==> src/rtl/sram_like_arbiter.sv <==
// Merges the core's instruction and data sram-like ports onto one variable-latency
// sram-like memory port, one transaction in flight, with a per-transaction watchdog.
module sram_like_arbiter #(
  parameter int unsigned ADDR_W  = 32,
  parameter int unsigned DATA_W  = 32,
  parameter int unsigned TIMEOUT = 255
) (
  input  logic                clk,
  input  logic                resetn,
  input  logic                inst_req,
  input  logic [ADDR_W-1:0]   inst_addr,
  output logic                inst_addr_ok,
  output logic                inst_data_ok,
  output logic [DATA_W-1:0]   inst_rdata,
  input  logic                data_req,
  input  logic                data_wr,
  input  logic [DATA_W/8-1:0] data_wstrb,
  input  logic [ADDR_W-1:0]   data_addr,
  input  logic [DATA_W-1:0]   data_wdata,
  output logic                data_addr_ok,
  output logic                data_data_ok,
  output logic [DATA_W-1:0]   data_rdata,
  output logic                mem_req,
  output logic                mem_wr,
  output logic [DATA_W/8-1:0] mem_wstrb,
  output logic [ADDR_W-1:0]   mem_addr,
  output logic [DATA_W-1:0]   mem_wdata,
  input  logic                mem_addr_ok,
  input  logic                mem_data_ok,
  input  logic [DATA_W-1:0]   mem_rdata,
  output logic                bus_err
);

  localparam int unsigned STRB_W = DATA_W / 8;
  localparam int unsigned CNT_W  = (TIMEOUT > 1) ? $clog2(TIMEOUT + 1) : 1;

  localparam logic [1:0] S_IDLE = 2'd0;
  localparam logic [1:0] S_ADDR = 2'd1;
  localparam logic [1:0] S_DATA = 2'd2;

  localparam logic OWN_INST = 1'b0;
  localparam logic OWN_DATA = 1'b1;

  logic [1:0]        state_q, state_d;
  logic              owner_q;
  logic [CNT_W-1:0]  cnt_q;
  logic              wr_q;
  logic [STRB_W-1:0] wstrb_q;
  logic [ADDR_W-1:0] addr_q;
  logic [DATA_W-1:0] wdata_q;
  logic              bus_err_q;

  logic              accept_data, accept_inst;
  logic              timeout_hit, done_ok, done_to, done;
  logic [DATA_W-1:0] rdata_ret;

  // Acceptance is gated by resetn so no addr_ok escapes while reset is held.
  always_comb begin
    accept_data = resetn && (state_q == S_IDLE) && data_req;
    accept_inst = resetn && (state_q == S_IDLE) && !data_req && inst_req;
    done_ok     = (state_q == S_DATA) && mem_data_ok;
    timeout_hit = (TIMEOUT != 0) && (state_q != S_IDLE) && (cnt_q == CNT_W'(TIMEOUT));
    done_to     = timeout_hit && !done_ok;
    done        = done_ok || done_to;
  end

  always_comb begin
    state_d = state_q;
    case (state_q)
      S_IDLE: if (accept_data || accept_inst) state_d = S_ADDR;
      S_ADDR: begin
        if (done_to)          state_d = S_IDLE;
        else if (mem_addr_ok) state_d = S_DATA;
      end
      S_DATA: if (done) state_d = S_IDLE;
      default: state_d = S_IDLE;
    endcase
  end

  always_ff @(posedge clk or negedge resetn) begin
    if (!resetn) begin
      state_q   <= S_IDLE;
      owner_q   <= OWN_INST;
      cnt_q     <= '0;
      wr_q      <= 1'b0;
      wstrb_q   <= '0;
      addr_q    <= '0;
      wdata_q   <= '0;
      bus_err_q <= 1'b0;
    end else begin
      state_q <= state_d;
      if (accept_data) begin
        owner_q <= OWN_DATA;
        wr_q    <= data_wr;
        wstrb_q <= data_wstrb;
        addr_q  <= data_addr;
        wdata_q <= data_wdata;
      end else if (accept_inst) begin
        owner_q <= OWN_INST;
        wr_q    <= 1'b0;
        wstrb_q <= '0;
        addr_q  <= inst_addr;
        wdata_q <= '0;
      end
      if (accept_data || accept_inst)
        cnt_q <= '0;
      else if ((state_q != S_IDLE) && (cnt_q != '1))
        cnt_q <= cnt_q + CNT_W'(1);
      if (done_to)
        bus_err_q <= 1'b1;
    end
  end

  // Stores and watchdog completions return zero read data.
  always_comb begin
    rdata_ret = '0;
    if (done_ok && !((owner_q == OWN_DATA) && wr_q))
      rdata_ret = mem_rdata;
  end

  always_comb begin
    inst_addr_ok = accept_inst;
    data_addr_ok = accept_data;
    inst_data_ok = done && (owner_q == OWN_INST);
    data_data_ok = done && (owner_q == OWN_DATA);
    inst_rdata   = inst_data_ok ? rdata_ret : '0;
    data_rdata   = data_data_ok ? rdata_ret : '0;
    mem_req      = (state_q == S_ADDR);
    mem_wr       = wr_q;
    mem_wstrb    = wstrb_q;
    mem_addr     = addr_q;
    mem_wdata    = wdata_q;
    bus_err      = bus_err_q;
  end

endmodule

==> config.mk <==
export PLATFORM = sky130hd
export DESIGN_NAME = sram_like_arbiter
export DESIGN_NICKNAME = d
export VERILOG_FILES = /design/src/rtl/sram_like_arbiter.sv
export SDC_FILE = /design/constraint.sdc
export NUM_CORES = 1
export LEC_CHECK = 0
export CAP_MARGIN = 15
export CELL_PAD_IN_SITES_DETAIL_PLACEMENT = 1
export CELL_PAD_IN_SITES_GLOBAL_PLACEMENT = 2
export CORE_MARGIN = 4
export CORE_UTILIZATION = 17
export CTS_CLUSTER_SIZE = 30
export DETAILED_ROUTE_END_ITERATION = 8
export GPL_TIMING_DRIVEN = 0
export PLACE_DENSITY_LB_ADDON = 0.1
export SLEW_MARGIN = 20
export SYNTH_ARGS = -nofsm -noshare
export SYNTH_HDL_FRONTEND = slang
export SYNTH_SLANG_ARGS = --single-unit
==> constraint.sdc <==
create_clock -name clk -period 1.96 [get_ports clk]
set_input_delay 0.392 -clock clk [delete_from_list [all_inputs] [get_ports clk]]
set_output_delay 0.392 -clock clk [all_outputs]
set_load 0.01 [all_outputs]
==> results.ini, run 1 <==
[worst_setup_path]
critPathMaxFanout=8
critPathKind=reg -> out
cp.required_ns=1.57
slowest_stage=dfrtp_2
arrival_ns=2.08
crit_chain=ha_4 > nand4_4 > a2bb2oi_4 > nor3b_4 > buf_6 > clkbuf_16 > and3_4 > buf_6
cpPeakStageDelay_ns=0.39
end_kind=output pin
critPathLaunchType=register
critPathTopFamily=simple AND/OR/NAND/NOR gates
crit_top_cell=buf_6
path_buf_inv=3

[synth]
ys_types=35
ys_async_sr_fraction_pct=100.0
yosys_warnings=0
ys_ff_latch=81
ys.flop_type=dfrtp_1
synth_seq_area_share_pct=51.15
syn_nets=506
syn_area_sq_um=3963
syn_inst=366
synth-edff-count=0
avgSynthCellArea_sq_um=10.83

[pwr]
leakage_nw=3.512
p_int_mw=6.209
p_sw_share_pct=34.24
ir_drop_mv=0.4509
clkPwrFrac_pct=19.9
p_total_mw=9.441
power_frac_comb_pct=49.3
pwr-share-seq_pct=30.8
power_density_nw_per_um2=1154
p_switching_mw=3.233

[clock_network]
insertion_delay_ns=0.34
cts-root-buf=clkbuf_16
cts_made_buffers=9
clkTransAtPathRegs_ns=0.06
cts_sinks=81
htreeDepth=3
cts_tree=done
clockBufferDepth=2

[final_layout]
nNetsFinal=820
final_cell_mix=207 x clkdlybuf4s50_1, 78 x dfrtp_1, 63 x buf_6
syn2layout_area_growth_pct=106.4
antennaDiodeCount=0
drive_gt1_share_pct=30.66
final_common_cell=clkdlybuf4s50_1
fin_cells=998
final_util_pct=35.91

[sta]
holdWs_ns=0.05845
layout_min_cycle_time_ns=2.474
finalSetupViolCount=66
worst_pin_slew_ns=0.4437
hold_viol_final=0
slew_viol_final=0
fin_skew_ns=0.004760
rsz0062_at_grt=yes
max_freq_ghz=0.4042
min_period_over_period_pct=126.2
slew_headroom_pct=70.42
fin_ws_ns=-0.5139

[route]
wl_met2_mm=9.233
totalWireLength_mm=18.71
drtIter0Drc=92
viasPerCell=4.252
vias=4243
drtAntennaViolNets=0
avgRoutedWirePerCell_um=18.75
highest_layer=met4
wl_met3_mm=1.814
drc_errors=0
drtPass1Iterations=4
wl_met1_mm=7.478

[floorplanning]
die_h_um=160.7
start_util_pct=17.40
placement_rows=55
core_sq_um=22780
pin_count=278
die_x_um=160.7
die_area_sq_um=25820

[flow_run]
drv_cap=0

[hold_path]
hold_path_class=in -> async

[global_route]
overflow=0
grt_start_max_net_pins=48
grt_pass1_vias=4761
grt_pass1_wl_mm=28.11
gr-usage-all-layers_pct=13.84
antenna_found_initial=0

[outcome]
status=finished with violations
violations=negative setup slack

[placement]
place.gp.congestion=0.7685
place_hpwl_mm=14.05
io_buffers=277
placed_cells=957
pre_cts_ws_ns=-0.9764

-- sequential cells by signal (all words and copies together), names as in the netlist --
signal	cells
mem_wdata	32
bus_err	1
mem_wstrb	4
state_q	2
mem_addr	32
mem_wr	1
cnt_q	8
owner_q	1
-- synthesized netlist by cell type (4+ instances only) --
| library cell | count | share of area, % |
|---|---|---|
| dfrtp_1 | 81 | 51 |
| clkbuf_1 | 8 | 0.76 |
| buf_2 | 12 | 1.5 |
| and3_2 | 4 | 0.76 |
| buf_4 | 4 | 0.76 |
| a22o_1 | 37 | 8.2 |
| buf_6 | 9 | 2.6 |
| mux2i_1 | 33 | 8.3 |
| and3_1 | 61 | 9.6 |
| inv_1 | 4 | 0.38 |
| nand2_1 | 35 | 3.3 |
| nor2_1 | 7 | 0.66 |
| o21ai_0 | 36 | 4.5 |
| nand3_1 | 8 | 1.0 |
-- logic make-up (layout without fill, tap and decap cells) --
logic type | after synthesis | count (layout) | share of synthesized area [%]
AOI/OAI and AO/OA | 88 | 88 | 15.79
adders and majority gates | 1 | 1 | 0.3157
buffers and inverters | 39 | 358 | 6.220
DFF | 81 | 81 | 51.15
muxes | 33 | 33 | 8.336
and+or+nand+nor | 124 | 124 | 18.19
-- stage by stage --
| stage | cell area [sq um] | setup TNS [ns] |
|---|---|---|
| after floorplan | 4040 | 0 |
| after global placement | 7204 | -566.73 |
| after detailed placement | 7233 | -65.99 |
| after CTS | 7674 | -30.40 |
| after global routing | 8180 | -34.36 |
| final | 8180 | -28.14 |
-- metal layers --
layer	up-vias	GRT usage, %
met4	0	3.442
met1	2069	15.74
met5	-	0
li1	1971	-
met3	13	6.364
met2	190	23.62
-- worst paths after layout --
check | startpoint | to | slack (ns) | cells after the start
worst min register to register | bus_err | bus_err | 0.47 | 1
worst max-delay path | cnt_q[1] | data_rdata[2] | -0.51 | 8
worst min-delay path | resetn | mem_addr[22] | 0.06 | 2
worst max register to register | state_q[0] | mem_addr[8] | 0.17 | 5
max in group asynchronous | resetn | state_q[0] | 1.64 | 2
min in group clk | resetn | owner_q | 0.39 | 3
-- power by group through the flow --
| stage | clock, mW | combinational, mW | sequential (mW) |
|---|---|---|---|
| 6_report | 1.88 | 4.66 | 2.91 |
| 3_3_place_gp | 0 | 4.13 | 2.90 |
| 2_1_floorplan | 0 | 1.51 | 3.17 |
| 3_5_place_dp | 0 | 4.20 | 2.91 |
| 4_1_cts | 1.95 | 4.41 | 2.92 |
| 5_1_grt | 2.03 | 5.06 | 3.03 |
-- area by class of cell --
| type | instances | area [sq um] |
|---|---|---|
| Buffer | 34 | 306.5 |
| Clock buffer | 10 | 239.0 |
| Clock inverter | 6 | 90.09 |
| Fill cell | 2459 | 14600 |
| Inverter | 4 | 15.01 |
| Multi-Input combinational cell | 246 | 1979 |
| Sequential cell | 81 | 2031 |
| Tap cell | 313 | 391.6 |
| Timing Repair Buffer | 304 | 3128 |
-- timing repair --
item,in CTS,in global routing
pin swaps,18,10
hold endpoints to repair,34,0
resized for setup,328,92
cloned,1,6
setup buffers,6,12
hold buffers,1,0
setup endpoints to repair,69,73
(Power assumes the default switching activity.)
==> inputs of run 2 (changes only) <==
Settings changed: CORE_ASPECT_RATIO set to 1.5.
==> results.ini, run 2 (synthesized netlist as in run 1, its figures left out) <==
[floorplanning]
start_util_pct=17.25  ; -0.15 points
die_x_um=132.7  ; -17%
die_h_um=195.0  ; +21%
pin_count=278  ; unchanged
placement_rows=68  ; +24%
die_area_sq_um=25870  ; +0.19%
core_sq_um=22970  ; +0.85%

[final_layout]
nNetsFinal=821  ; +0.12%
syn2layout_area_growth_pct=106.6  ; about the same
design_area_sq_um=8185  ; about the same
drive_gt1_share_pct=31.05  ; +0.39 points
final_cell_mix=206 x clkdlybuf4s50_1, 79 x dfrtp_1, 74 x buf_6
final_common_cell=clkdlybuf4s50_1
final_util_pct=35.63  ; -0.28 points

[sta]
min_period_over_period_pct=124.1  ; -2.1 points
hold_viol_final=0  ; unchanged
worst_pin_slew_ns=0.7324  ; +0.2887 ns
slew_headroom_pct=51.01  ; -19 points
rsz0062_at_grt=yes
fin_skew_ns=0.008349  ; +0.003589 ns
layout_min_cycle_time_ns=2.433  ; -0.04096 ns
slew_viol_final=0  ; unchanged
finalSetupViolCount=66  ; unchanged
final.setup.tns_ns=-27.97  ; +0.1727 ns
max_freq_ghz=0.4110  ; +1.7%
fin_ws_ns=-0.4729  ; +0.04096 ns

[pwr]
p_switching_mw=3.255  ; +0.70%
ir_drop_mv=0.4808  ; +6.6%
p_sw_share_pct=35.10  ; +0.86 points
p_int_mw=6.019  ; -3.1%
power_frac_comb_pct=49.5  ; +0.2 points
clkPwrFrac_pct=19.3  ; -0.6 points
p_total_mw=9.274  ; -1.8%
pwr-share-seq_pct=31.2  ; +0.4 points
power_density_nw_per_um2=1133  ; -1.8%
leakage_nw=3.506  ; -0.16%

[placement]
io_buffers=277  ; unchanged
placed_cell_area_sq_um=7192  ; -0.57%
place.gp.congestion=0.7374  ; -4.0%
pre_cts_ws_ns=-1.116  ; -0.1399 ns
place_hpwl_mm=14.45  ; +2.8%

[global_route]
grt_pass1_vias=4671  ; -1.9%
antenna_found_initial=2  ; +2
overflow=0  ; unchanged
grt_pass1_wl_mm=28.96  ; +3.0%
grt_start_max_net_pins=36  ; -25%
gr-usage-all-layers_pct=14.39  ; +0.55 points

[worst_setup_path]
rr_startpoint=state_q[1]
critPathTopFamily=simple AND/OR/NAND/NOR gates
arrival_ns=2.04  ; -0.04 ns
end_kind=output pin
reg2reg_depth=8  ; +3
path_buf_inv=3  ; unchanged
cp.required_ns=1.57  ; about the same
cpPeakStageDelay_ns=0.40  ; about the same
crit_chain=ha_4 > nand4_4 > a2bb2oi_4 > nor3b_4 > buf_6 > buf_4 > and3_1 > buf_2
critPathKind=reg -> out
r2r-end=mem_addr[22]
critPathMaxFanout=5  ; -3
critPathLaunchType=register
regToRegSetupSlack_ns=0.25  ; +0.08 ns
slowest_stage=dfrtp_1

[route]
totalWireLength_mm=19.05  ; +1.8%
drtAntennaViolNets=0  ; unchanged
drtPass1Iterations=4  ; unchanged
vias=4232  ; -0.26%
drtIter0Drc=67  ; -27%
drc_errors=0  ; unchanged
avgRoutedWirePerCell_um=19.68  ; +5.0%
viasPerCell=4.372  ; +2.8%

[clock_network]
htreeDepth=3  ; unchanged
cts_made_buffers=9  ; unchanged
insertion_delay_ns=0.34  ; about the same
cts-root-buf=clkbuf_16
clkTransAtPathRegs_ns=0.07  ; about the same
cts_sinks=81  ; unchanged
cts_tree=done
clockBufferDepth=2  ; unchanged

[hold_path]
hold_path_class=in -> async

[outcome]
violations=negative setup slack
status=finished with violations

[flow_run]
drv_cap=0  ; unchanged

run 2: changes by cell type in the layout (fill, tap and decap cells not counted), moves of 3 or more:
cell,change
buf_6,+11
and3_4,+9
and3_1,-6
buf_2,-5
clkbuf_16,-4
and3_2,-3
buf_4,-3
dlygate4sd3_1,+3
run 2: power groups by stage:
stage	clock network (mW)	registers, mW	logic (mW)
2_1_floorplan	0	3.17	1.51
3_3_place_gp	0	2.89	4.17
3_5_place_dp	0	2.90	4.24
4_1_cts	1.86	2.91	4.57
5_1_grt	1.93	3.01	4.99
6_report	1.79	2.90	4.59
run 2: final cells by class:
class | instances | area (sq um)
clock inverters | 6 | 73.82
plain buffers | 33 | 269.0
clock buffers | 10 | 239.0
well taps | 280 | 350.3
repair buffers | 306 | 3182
inverters | 4 | 15.01
multi-input cells | 246 | 2022
diodes | 2 | 5.005
fillers | 2593 | 14790
flip-flops and latches | 81 | 2029
run 2: routing by layer:
layer  vias up  track usage [%]  routed length (um)
li1       1969                -                   -
met1      2055            15.10                6912
met2       190            26.59               10450
met3        18            4.381                1239
met4         0            5.701                 448
met5         -                0                   0
run 2: timing repair:
item | in CTS | in global routing
cloned | 5 | 3
endpoints found under the hold margin | 14 | 0
buffers inserted | 12 | 7
pin swaps | 16 | 7
resized for setup | 352 | 80
setup endpoints to repair | 99 | 78
hold buffers | 3 | 0
run 2: how the worst max path moves through the flow:
stage | cells past startpoint | slack, ns | to | start
3_3_place_gp | 6 | -4.24 | data_addr_ok | resetn
6_report | 8 | -0.47 | data_rdata[12] | cnt_q[1]
5_1_grt | 8 | -0.56 | data_rdata[17] | cnt_q[1]
4_1_cts | 9 | -0.55 | data_rdata[28] | cnt_q[0]
2_1_floorplan | 6 | 0.01 | data_rdata[22] | cnt_q[0]
3_5_place_dp | 7 | -1.12 | data_addr_ok | resetn
run 2: through the flow:
stage          hold WS (ns)  cells
2_1_floorplan       0.09641    366
3_3_place_gp         0.4528    923
3_5_place_dp         0.2410    924
4_1_cts              0.1276    959
5_1_grt              0.1278    968
6_report             0.1326    968
